===== src/rtl/activation_stream.sv =====
// activation_stream: streaming per-frame-selectable activation over a
// raster-order pixel stream. Each beat carries CHANNELS signed PX_SIZE values
// for one pixel position. The pipeline has two stages. Stage 1 holds the raw
// beat, its frame-position flags and the latched mode. Stage 2 holds the
// activated result and drives the outputs.
//
// Ports:
//   clk, rst          clock; asynchronous active-high reset
//   mode, clip_max    activation select (0 relu, 1 leaky, 2 clipped, 3 identity)
//                     and clip bound; both sampled on a frame's first beat
//   in_valid/ready    input handshake, in_data = CHANNELS x PX_SIZE packed
//   out_valid/ready   output handshake, out_data uses the same packing
//   out_first/last    beat is pixel (0,0) / final pixel of its frame
//   frame_done        one-cycle pulse after the out_last beat is accepted
module activation_stream #(
   parameter int INPUT_SIZE = 5,
   parameter int PX_SIZE    = 8,
   parameter int CHANNELS   = 1,
   parameter int LEAK_SHIFT = 3
) (
   input  logic                        clk,
   input  logic                        rst,
   input  logic [1:0]                  mode,
   input  logic [PX_SIZE-1:0]          clip_max,
   input  logic                        in_valid,
   output logic                        in_ready,
   input  logic [CHANNELS*PX_SIZE-1:0] in_data,
   output logic                        out_valid,
   input  logic                        out_ready,
   output logic [CHANNELS*PX_SIZE-1:0] out_data,
   output logic                        out_first,
   output logic                        out_last,
   output logic                        frame_done
);

   localparam int DW   = CHANNELS * PX_SIZE;
   localparam int NPIX = INPUT_SIZE * INPUT_SIZE;
   localparam int CW   = (NPIX > 1) ? $clog2(NPIX) : 1;
   localparam logic [CW-1:0] LAST_CNT = CW'(NPIX - 1);

   // Gates in_ready low for the first cycle after reset release.
   logic          ready_en;

   logic [CW-1:0] count;
   logic [1:0]    cur_mode;
   logic [PX_SIZE-1:0] cur_clip;

   logic          s1_valid;
   logic [DW-1:0] s1_data;
   logic          s1_first;
   logic          s1_last;
   logic [1:0]    s1_mode;
   logic [PX_SIZE-1:0] s1_clip;

   logic          s2_adv;
   logic          s1_adv;
   logic          in_acc;
   logic          first_beat;
   logic [DW-1:0] act_data;

   assign s2_adv     = !out_valid || out_ready;
   assign s1_adv     = s1_valid && s2_adv;
   assign in_ready   = ready_en && (!s1_valid || s2_adv);
   assign in_acc     = in_valid && in_ready;
   assign first_beat = (count == '0);

   function automatic logic [PX_SIZE-1:0] act(
      input logic [PX_SIZE-1:0] x,
      input logic [1:0]         m,
      input logic [PX_SIZE-1:0] c
   );
      logic neg;
      logic [PX_SIZE-1:0] y;
      neg = x[PX_SIZE-1];
      y   = x;
      case (m)
         2'd0: y = neg ? '0 : x;
         2'd1: y = neg ? PX_SIZE'($signed(x) >>> LEAK_SHIFT) : x;
         2'd2: begin
            y = neg ? '0 : x;
            // A non-positive bound clips everything to zero.
            if (c[PX_SIZE-1] || c == '0)
               y = '0;
            else if ($signed(y) > $signed(c))
               y = c;
         end
         default: y = x;
      endcase
      return y;
   endfunction

   for (genvar c = 0; c < CHANNELS; c++) begin : g_ch
      assign act_data[c*PX_SIZE +: PX_SIZE] =
         act(s1_data[c*PX_SIZE +: PX_SIZE], s1_mode, s1_clip);
   end

   always_ff @(posedge clk or posedge rst) begin
      if (rst)
         ready_en <= 1'b0;
      else
         ready_en <= 1'b1;
   end

   // Frame position counter and per-frame mode latch.
   always_ff @(posedge clk or posedge rst) begin
      if (rst) begin
         count    <= '0;
         cur_mode <= '0;
         cur_clip <= '0;
      end else if (in_acc) begin
         count <= (count == LAST_CNT) ? '0 : count + 1'b1;
         if (first_beat) begin
            cur_mode <= mode;
            cur_clip <= clip_max;
         end
      end
   end

   // Stage 1: raw beat plus flags. The first beat of a frame takes the live
   // mode/clip since the latch only updates at the same edge.
   always_ff @(posedge clk or posedge rst) begin
      if (rst) begin
         s1_valid <= 1'b0;
         s1_data  <= '0;
         s1_first <= 1'b0;
         s1_last  <= 1'b0;
         s1_mode  <= '0;
         s1_clip  <= '0;
      end else if (in_ready) begin
         s1_valid <= in_valid;
         if (in_valid) begin
            s1_data  <= in_data;
            s1_first <= first_beat;
            s1_last  <= (count == LAST_CNT);
            s1_mode  <= first_beat ? mode : cur_mode;
            s1_clip  <= first_beat ? clip_max : cur_clip;
         end
      end
   end

   // Stage 2: activated output register, held while stalled.
   always_ff @(posedge clk or posedge rst) begin
      if (rst) begin
         out_valid <= 1'b0;
         out_data  <= '0;
         out_first <= 1'b0;
         out_last  <= 1'b0;
      end else if (s2_adv) begin
         out_valid <= s1_valid;
         if (s1_valid) begin
            out_data  <= act_data;
            out_first <= s1_first;
            out_last  <= s1_last;
         end
      end
   end

   always_ff @(posedge clk or posedge rst) begin
      if (rst)
         frame_done <= 1'b0;
      else
         frame_done <= out_valid && out_ready && out_last;
   end

endmodule


===== config.mk =====
export PLATFORM = sky130hd
export DESIGN_NAME = activation_stream
export DESIGN_NICKNAME = d
export VERILOG_FILES = /design/src/rtl/activation_stream.sv
export SDC_FILE = /design/constraint.sdc
export NUM_CORES = 1
export LEC_CHECK = 0
export BUFFER_PORTS_ARGS = -buffer_cell sky130_fd_sc_hd__buf_2
export CAP_MARGIN = 20
export CORE_UTILIZATION = 48
export DETAILED_ROUTE_END_ITERATION = 12
export PLACE_DENSITY_LB_ADDON = 0.12
export SKIP_CTS_REPAIR_TIMING = 1
export SYNTH_ARGS = -nofsm -noshare
export SYNTH_HDL_FRONTEND = slang
export SYNTH_SLANG_ARGS = --single-unit

===== constraint.sdc =====
create_clock -name clk -period 3.29 [get_ports clk]
set_input_delay 0.4935 -clock clk [delete_from_list [all_inputs] [get_ports clk]]
set_output_delay 0.4935 -clock clk [all_outputs]
set_load 0.01 [all_outputs]

Yosys cells after proc, flatten, opt, wreduce, memory -nomap -nowiden

Index checks and enable logic that the tools add are counted.

Register bits: 49
Output and inout bits: 13
Word-level logic and storage cells: 42
Input bits: 22

Multiplexer cells: 8
Equal/unequal tests: 3
Reductions and logical operators: 14
$lt $le $gt $ge: 1
$add $sub $neg: 1

Operators with widths:

| kind                  | number |
|---|---|
| $mux W8               | 4 |
| $pmux W8 S3           | 1 |
| $gt A8 B8 Y1          | 1 |
| $logic_not A8 Y1      | 1 |
| $mux W7               | 1 |
| $add A5 B1 Y5 const B | 1 |
| $eq A5 B5 Y1 const B  | 1 |
| $logic_not A5 Y1      | 1 |
| $mux W5               | 1 |
| $logic_and A1 B1 Y1   | 4 |
| $reduce_and A2 Y1     | 2 |
| $logic_or A1 B1 Y1    | 3 |
| $eq A2 B1 Y1 const B  | 1 |
| $eq A2 B2 Y1 const B  | 1 |
| $logic_not A1 Y1      | 2 |
| $logic_not A2 Y1      | 1 |
| $mux W2               | 1 |

Longest topological paths before layout

Gate-level depths: netlist (run 1).

Depth in word-level cells: 5
Gate-level depth with buffers: 11
Mapped depth without buffers: 8

Worst setup path after synthesis (run 1)

Ideal clock, no wire load.

Path kind: register to register
From: register s1_data[7]
To: register out_data[0]
Clock period less this slack: 2.403 ns
Path buffers: 3
Data arrival time: 2.335 ns
Required time: 3.223 ns
Library setup time: 0.067 ns
Cell stages (with the launch flop): 12
Path slack: 0.887 ns
Path through: dfrtp_1 > clkbuf_1 > nand2b_1 > inv_1 > ha_1 > a21o_1 > a211oi_1 > nor2b_1 > clkbuf_1 > or3_1 > buf_2 > o221a_1

Longest elaborated chain between the ends: 5
Elaborated cells on any way between the ends: 6
Those cells by class: order compare (1); mux (5)

Ends and longest elaborated chain:

| what                   | line   | source |
|---|---|---|
| start, declared        | 49     | `logic [DW-1:0] s1_data;` |
| start signal, assigned | 132    | `s1_data <= in_data;` |
| $mux W7                | 77, 80 |  |
| $gt A8 B8 Y1           | 84     | `else if ($signed(y) > $signed(c))` |
| $mux W8                | 84     |  |
| $mux W8                | 82     | `if (c[PX_SIZE-1] \|\| c == '0)` |
| $pmux W8 S3 *          | 76     | `case (m)` |
| end signal, assigned   | 151    | `out_data <= act_data;` |
| end, declared          | 30     | `output logic [CHANNELS*PX_SIZE-1:0] out_data,` |

Mark *: on every way between the ends. The rest lies on a longest branch, timed or not.
A chain may end at the register's enable or synchronous reset.

Worst setup path in the final report (run 1)

Ends and elaborated chain as after synthesis.

==> results of run 1 <==
## worst paths after layout
check                            start          end  slack (ns)
hold / removal                     rst   frame_done        0.31
max in group asynchronous          rst  cur_clip[0]        2.65
min in group clk            in_data[5]   s1_data[5]        0.38
hold reg to reg            out_data[7]  out_data[7]        0.49
setup / recovery            s1_data[7]  out_data[0]        0.63
setup reg to reg            s1_data[7]  out_data[0]        0.63
## worst max-delay path: stages, from the launching register on
cell      delay [ns]
dfrtp_1         0.57
nand2b_1        0.21
inv_1           0.06
ha_1            0.28
a21o_1          0.16
a211oi_1        0.28
nor2b_1         0.50
or3_1           0.32
o221a_1         0.22
## cell usage after synthesis (4+ instances only)
master / number
nand3_1: 10
o21ai_1: 11
a31oi_1: 4
nand2_1: 51
or3_1: 6
o21ai_0: 8
nor2b_1: 4
o211ai_1: 4
o31ai_1: 5
a21oi_1: 9
nor3_1: 4
inv_1: 13
ha_1: 7
clkbuf_1: 8
nor2_1: 6
mux2_1: 6
dfrtp_1: 39
nand2b_1: 8
## per-layer routing
| layer | share of wire [%] | global-route usage, % | wire [um] | vias to the layer above |
|---|---|---|---|---|
| met5 | 0 | 0 | 0 | - |
| met4 | 1.7 | 8.00 | 79 | 0 |
| met3 | 5.1 | 4.33 | 237 | 8 |
| met2 | 44 | 30.7 | 2040 | 46 |
| met1 | 49 | 29.5 | 2290 | 857 |
| li1 | - | - | - | 932 |
## final cells by class
class / instances / area, um^2 / share of cell area, %
Sequential cell: 39 / 976 / 39.2
Clock inverter: 1 / 5.00 / 0.201
Tap cell: 52 / 65.1 / 2.61
Clock buffer: 7 / 76.3 / 3.06
Multi-Input combinational cell: 183 / 1140 / 45.6
Inverter: 13 / 48.8 / 1.96
Timing Repair Buffer: 36 / 185 / 7.43
## registers in the layout (all words and copies together) (netlist names)
register and flops:
cur_mode 2, s1_first 1, s1_data 8, ready_en 1, frame_done 1, s1_last 1
out_last 1, count 5, out_valid 1, out_data 8, s1_valid 1, cur_clip 8
out_first 1
## kinds of logic after synthesis
kind of cell	synth area share, %
other cells	0.170
compound gates	18.2
flops	44.1
fa+ha+maj	3.96
mux	3.56
buf+inv	4.53
simple gates	25.5
## metrics by stage
step	utilization, %	total power, mW
final	56.8	1.94
after global routing	56.8	2.10
after CTS	56.8	1.95
after detailed placement	55.0	1.64
after global placement	55.0	1.62
after floorplan	-	1.44
## power breakdown
part	leakage, nW	switching (mW)	total [mW]	internal, mW
registers	0.476	0.210	0.862	0.651
clock network	0.0422	0.163	0.312	0.149
logic	0.654	0.435	0.770	0.335
==> results.md, run 1 <==
STA:
- The number of slew-limit violations in the final report was 0.
- The worst clock skew on the final layout is 0.00197 ns.
- The smallest clock period supported by the final layout is computed as 2.66 ns.
- The total negative slack is 0 ns.
- The remaining max-slew budget at the tightest pin is 44.2%.
- Timing would allow up to 376 MHz.
- The number of failing hold endpoints at the final stage was 0.
- The setup violation total in the final timing report is 0.
- The share of the clock period used by the worst path after layout is 80.9%.
- Setup repair after global routing left no endpoint under its margin.
- For the pin with the worst max-slew slack, the measured transition is 0.830 ns.
- Across all hold checks on the routed design, the worst slack comes to 0.310 ns.
- Across all setup checks in the final design, the least slack found is 0.629 ns.

Synthesis:
- Yosys mapped a number of flops with a built-in enable equal to 0.
- Sequential cells were found to cover 44.1% of the synthesized design area.
- The unique cell type count in the Yosys netlist is 47.
- Synthesis produced a netlist with a net count of 275.
- Of all flip-flops after synthesis, the portion carrying an async set or reset was 100%.
- The yosys synthesis warning count is 0.
- Summed over its instances, the top area cell type makes up 44.1% of the synthesized netlist area.
- Each instance of the synthesized netlist takes up on average 8.99 um^2.
- The cell count after synthesis came out at 246.
- The register bit total from synthesis is 39.
- Sorting the synthesized cells by area gives the leading types as dfrtp_1 44%, nand2_1 8.7%, ha_1 4.0%.
- The biggest area contributor in the post-synthesis netlist is dfrtp_1.
- The post-synthesis cell area is 0.00221 mm^2.
- The top flip-flop cell by instance count after synthesis is dfrtp_1.

Clocking:
- The TritonCTS sink count is 39.
- The number of levels in the clock H-tree is 2.
- The clock-pin slew on the worst setup and hold paths is 0.07 ns.
- The CTS tree is done.
- TritonCTS created 5 clock buffers.
- The later-pin clock latency in the skew report is 0.29 ns.
- The worst-case clock buffer depth is 2.
- In this run the clock root is driven by a clkbuf_8.

Route:
- In this run, the number of DRC markers left after iteration 0 of detailed routing was 111.
- The routed wirelength normalized by instance count is 14.0 um.
- Dividing the detail-routed via count by the number of cells gives 5.57.
- Summing over every cut layer, the via total after detailed routing is 1843.
- Once detail routing completed, the nets flagged for antenna violations numbered 0.
- For this block, the routed nets add up to 4.65 mm of wire.
- The final routed DRC violation total is 0.
- For this run, the detailed router's first-pass iteration total came to 4.

Finish:
- For this run, the post-layout net count is 307.
- The layout overhead on the synthesized area is 12.7%.
- The library cell used most frequently in the layout, excluding fill and tap cells, is nand2_1.
- Leaving out filler cells and counting taps, the final layout contains 331.
- In the layout the commonest cells are 51 x nand2_1, 39 x dfrtp_1, 34 x buf_2.
- The number of inserted diodes is 0.
- The finished cells cover 0.00249 mm^2.
- The post-route netlist has 17.9% of its cells at a drive strength greater than 1.
- The filler cell count is 429.

Run status:
- The run finished with clean final reports.

Placement:
- In this run, placement finished with an instance count of 323.
- At the placement stage, the worst setup path has a slack of 0.671 ns.
- At the end of routability-driven placement, the weighted congestion stood at 0.906.
- Summing all placed instances gives a cell area of 0.00241 mm^2.
- After legalization and detailed placement, the total HPWL measured 3.47 mm.
- Buffers placed on the I/O ports in this run total 34.

Critical path:
- Counting cells, the worst reg-to-reg path comes to 8.
- The endpoint kind of the worst setup timing path is a register.
- The critical path in this run is classified as reg2reg.
- STA classifies the critical path startpoint as a register.
- The required time of the worst setup path is 3.52 ns.
- The arrival time at the worst endpoint is 2.89 ns.
- The largest fanout on the critical path is 16.

Floorplan:
- The floorplan step defined a die boundary enclosing 0.00488 mm^2.
- The die width is 69.9 um.
- The floorplan has 24 rows.
- For this configuration, the core starts out at a cell density of 50.5%.
- The die boundary height is 69.9 um.
- Pin placement for this block handled 35 I/O pins.
- The floorplan core area is 0.00438 mm^2.

Global route:
- The number of antenna violations at the first check in global routing is 0.
- The first global-routing pass estimated 7.98 mm of wire.
- The via count of the first global-routing pass was 1709.
- The pin count of the biggest net entering global routing is 40.
- After global routing the overflow that remains totals 0.
- Global routing consumed, over all layers together, 20.7% of the routing resources.

Power:
- The worst-case IR drop observed on VDD is 0.000339 V.
- The leakage component of the power is 1.17 nW.
- Dividing total power by cell area gives a power density of 780 mW/mm^2.

Flow run:
- The number of max-cap violations is 0.

Min path:
- The class of the tightest hold or removal check is in2async.
(Power assumes the default switching activity.)
==> inputs of run 2 (changes only) <==
==> constraint.sdc (replaced) <==
create_clock -name clk -period 2.7 [get_ports clk]
set_input_delay 0.405 -clock clk [delete_from_list [all_inputs] [get_ports clk]]
set_output_delay 0.405 -clock clk [all_outputs]
set_load 0.01 [all_outputs]
==> run 2 against run 1 <==
Combinational power rose by 31%. Clock skew rose by 0.0034 ns. Setup slack got worse by 0.41 ns. Final area rose by 1.2%. First-iteration DRC count rose by 94%. Die area did not move. Total power rose by 24%. Critical path depth did not move. Count of clock-buffer cells in the layout did not move. Sequential share of layout area fell by 0.47 points. Via count rose by 3.7%. Clock power rose by 21%. Largest cell class unchanged.
==> results.md, run 2 (synthesized netlist as in run 1, its figures left out) <==
Floorplan:
- The initial standard-cell utilization of the core came to 50.5% (unchanged).
- The number of placement rows is 24 (unchanged).
- The floorplan core area came to 0.00438 mm^2 (unchanged).
- The die width was 69.9 um (unchanged).
- The full die area was 0.00488 mm^2 (unchanged).
- The die boundary height was 69.9 um (unchanged).
- The I/O pin count was 35 (unchanged).

STA:
- The final period demand of the worst path is 2.48 ns (-0.179 ns).
- The transition time at the pin with the least slew margin is 0.527 ns (-0.303 ns).
- The number of slew-limit violations in the final report is 0 (unchanged).
- The worst clock skew on the final layout came to 0.00539 ns (+0.00342 ns).
- The remaining max-slew budget at the tightest pin is 64.8% (+21 points).
- The setup violation total in the final timing report came to 0 (unchanged).
- The share of the clock period used by the worst path after layout is 91.9% (+11 points).
- Setup repair after global routing left no endpoint under its margin.
- The total negative slack is 0 ns (unchanged).
- The number of failing hold endpoints at the final stage came to 0 (unchanged).
- The fmax was 403 MHz (+7.2%).
- The slack of the critical path is 0.218 ns (-0.411 ns).

Clocking:
- The number of levels in the clock H-tree is 2 (unchanged).
- The later-pin clock latency in the skew report came to 0.29 ns (about the same).
- The total clock buffers created by CTS came to 5 (unchanged).
- The CTS tree is done.
- The clock-pin slew on the worst setup and hold paths is 0.07 ns (about the same).
- The worst-case clock buffer depth came to 2 (unchanged).
- The TritonCTS sink count came to 39 (unchanged).
- The buffer type at the clock tree root is clkbuf_8.

Finish:
- The final cell utilization of the core is 57.5% (+0.68 points).
- The filler cell count is 408 (-4.9%).
- The footprint of the flip-flops and latches is 976 um^2 (unchanged).
- The count of placed standard cells in the final layout, fillers left out is 335 (+1.2%).
- The area occupied by multi-input gates was 0.00114 mm^2 (unchanged).
- The number of inserted diodes came to 0 (unchanged).
- From synthesis to final layout, the design area changed by 14.0%.
- The most frequent standard cell in the layout excluding fill and tap cells is nand2_1.
- In the final layout, the registers with the most flip-flops are cur_clip (8), out_data (8), s1_data (8).
- In the layout the commonest cells are 51 x nand2_1, 39 x dfrtp_1, 34 x buf_2.
- The net count reported at finish is 311 (+1.3%).
- The proportion of layout cells with a drive suffix above 1 is 19.1% (+1.2 points).

Critical path:
- The cell with the biggest individual delay on the critical path is dfrtp_1.
- The highest cell delay on the worst timing path is 0.59 ns (+0.02 ns).
- The required time of the worst setup path came to 2.92 ns (-0.60 ns).
- The startpoint type of the worst setup path is a register.
- The endpoint kind of the worst setup timing path is a register.
- The largest fanout on the critical path is 16 (unchanged).
- The arrival time at the worst endpoint is 2.71 ns (-0.18 ns).
- The end of the worst register-to-register path is out_data[0].
- The register-to-register setup slack is 0.22 ns (-0.41 ns).
- The kind of critical path is reg2reg.
- Broken down by cell family, the worst path's largest delay share belongs to simple AND/OR/NAND/NOR gates.
- The worst register-to-register path begins at s1_data[7].
- Walking the worst path, the cells encountered are nand2b_1, inv_1, ha_1, a21o_1, a211oi_1, and4_4, or3_1, o221a_1.
- The depth of the most critical reg-to-reg path is 8 (unchanged).
- The combined buffer and inverter count along the critical path is 1 (unchanged).

Power:
- The leakage component of the power is 1.19 nW (+1.7%).
- The net switching fraction of the power is 41.6% (about the same).
- The switching power is 1.01 mW (+24%).
- The worst voltage drop across the vdd grid is 0.000417 V (+23%).
- The sequential fraction of design power is 42.7% (-1.6 points).
- The power density of the placed cells is 958 mW/mm^2 (+23%).
- The share of power burned in the clock network is 15.6% (-0.5 points).
- The cell-internal power was 1.41 mW (+24%).
- The combinational power share is 41.7% (+2.1 points).
- The total power was 2.42 mW (+24%).

Run status:
- The flow ran to the end, and the final reports show no timing, DRC or antenna violations.

Route:
- The routed wirelength normalized by instance count was 14.5 um (+3.6%).
- The final routed wirelength across all metal layers was 4.87 mm (+4.9%).
- The final routed DRC violation total came to 0 (unchanged).
- The first-iteration detailed-routing DRC count is 215 (+94%).
- The ratio of routed vias to standard cells was 5.70 (+2.5%).
- The number of nets with antenna violations after detailed routing is 0 (unchanged).
- The via total after detailed routing was 1911 (+3.7%).
- The detailed-router iteration count before antenna repair is 4 (unchanged).

Global route:
- The number of antenna violations at the first check in global routing is 0 (unchanged).
- The global routing usage summed across all routing layers is 21.1% (+0.44 points).
- The via count of the first global-routing pass is 1753 (+2.6%).
- The total global routing overflow is 0 (unchanged).
- The pin count of the biggest net entering global routing was 40 (unchanged).
- The global-route wire length before repair is 8.13 mm (+1.8%).

Placement:
- The final weighted congestion in routability-driven placement is 0.926 (+2.1%).
- The number of port buffers is 34 (unchanged).
- The worst slack at placement is 0.232 ns (-0.439 ns).
- The cell count after placement is 327 (+1.2%).
- The half-perimeter wire length of the detailed placement result came to 3.55 mm (+2.3%).

Flow run:
- The number of max-cap violations is 0 (unchanged).

Min path:
- The class of the tightest hold or removal check is in2async.
run 2: cell count changes in the layout (fill, tap and decap cells not counted), sizes merged:
cell  delta
buf      +4
run 2: how the worst max path moves through the flow:
stage                     from  cells past startpoint          end
floorplan           s1_data[7]                     11  out_data[0]
global placement    s1_data[7]                      8  out_data[0]
detailed placement  s1_data[7]                      8  out_data[6]
CTS                 s1_data[7]                      8  out_data[0]
global route        s1_data[7]                      8  out_data[6]
finish              s1_data[7]                      8  out_data[0]
run 2: layout make-up:
class                           count  share of cell area (%)
Clock buffer                        7                    3.03
Inverter                           13                    1.93
Timing Repair Buffer               40                    8.53
Clock inverter                      1                   0.198
Multi-Input combinational cell    183                    45.0
Sequential cell                    39                    38.7
Tap cell                           52                    2.58
run 2: power groups by stage:
stage | logic, mW | registers, mW | clock network (mW)
2_1_floorplan | 0.754 | 0.997 | 0
3_3_place_gp | 0.985 | 1.03 | 0
3_5_place_dp | 0.999 | 1.04 | 0
4_1_cts | 1.00 | 1.03 | 0.395
5_1_grt | 1.12 | 1.06 | 0.418
6_report | 1.01 | 1.03 | 0.378
run 2: per-layer routing:
layer  GRT usage (%)  up-vias  part of all wire (%)
met5               0        -                     0
met2            30.4       72                    44
met3            5.19        8                   6.1
li1                -      942                     -
met1            29.9      889                    48
met4            9.33        0                   2.1
run 2: worst min-delay path, stage by stage:
cell   delay, ns
buf_2       0.09
inv_1       0.04
buf_4       0.40
run 2: metrics by stage:
step                instance area, um^2  hold WS, ns
global route                       2520        0.291
CTS                                2520        0.232
global placement                   2440        0.458
detailed placement                 2440        0.461
finish                             2520        0.213
floorplan                          2210        0.439
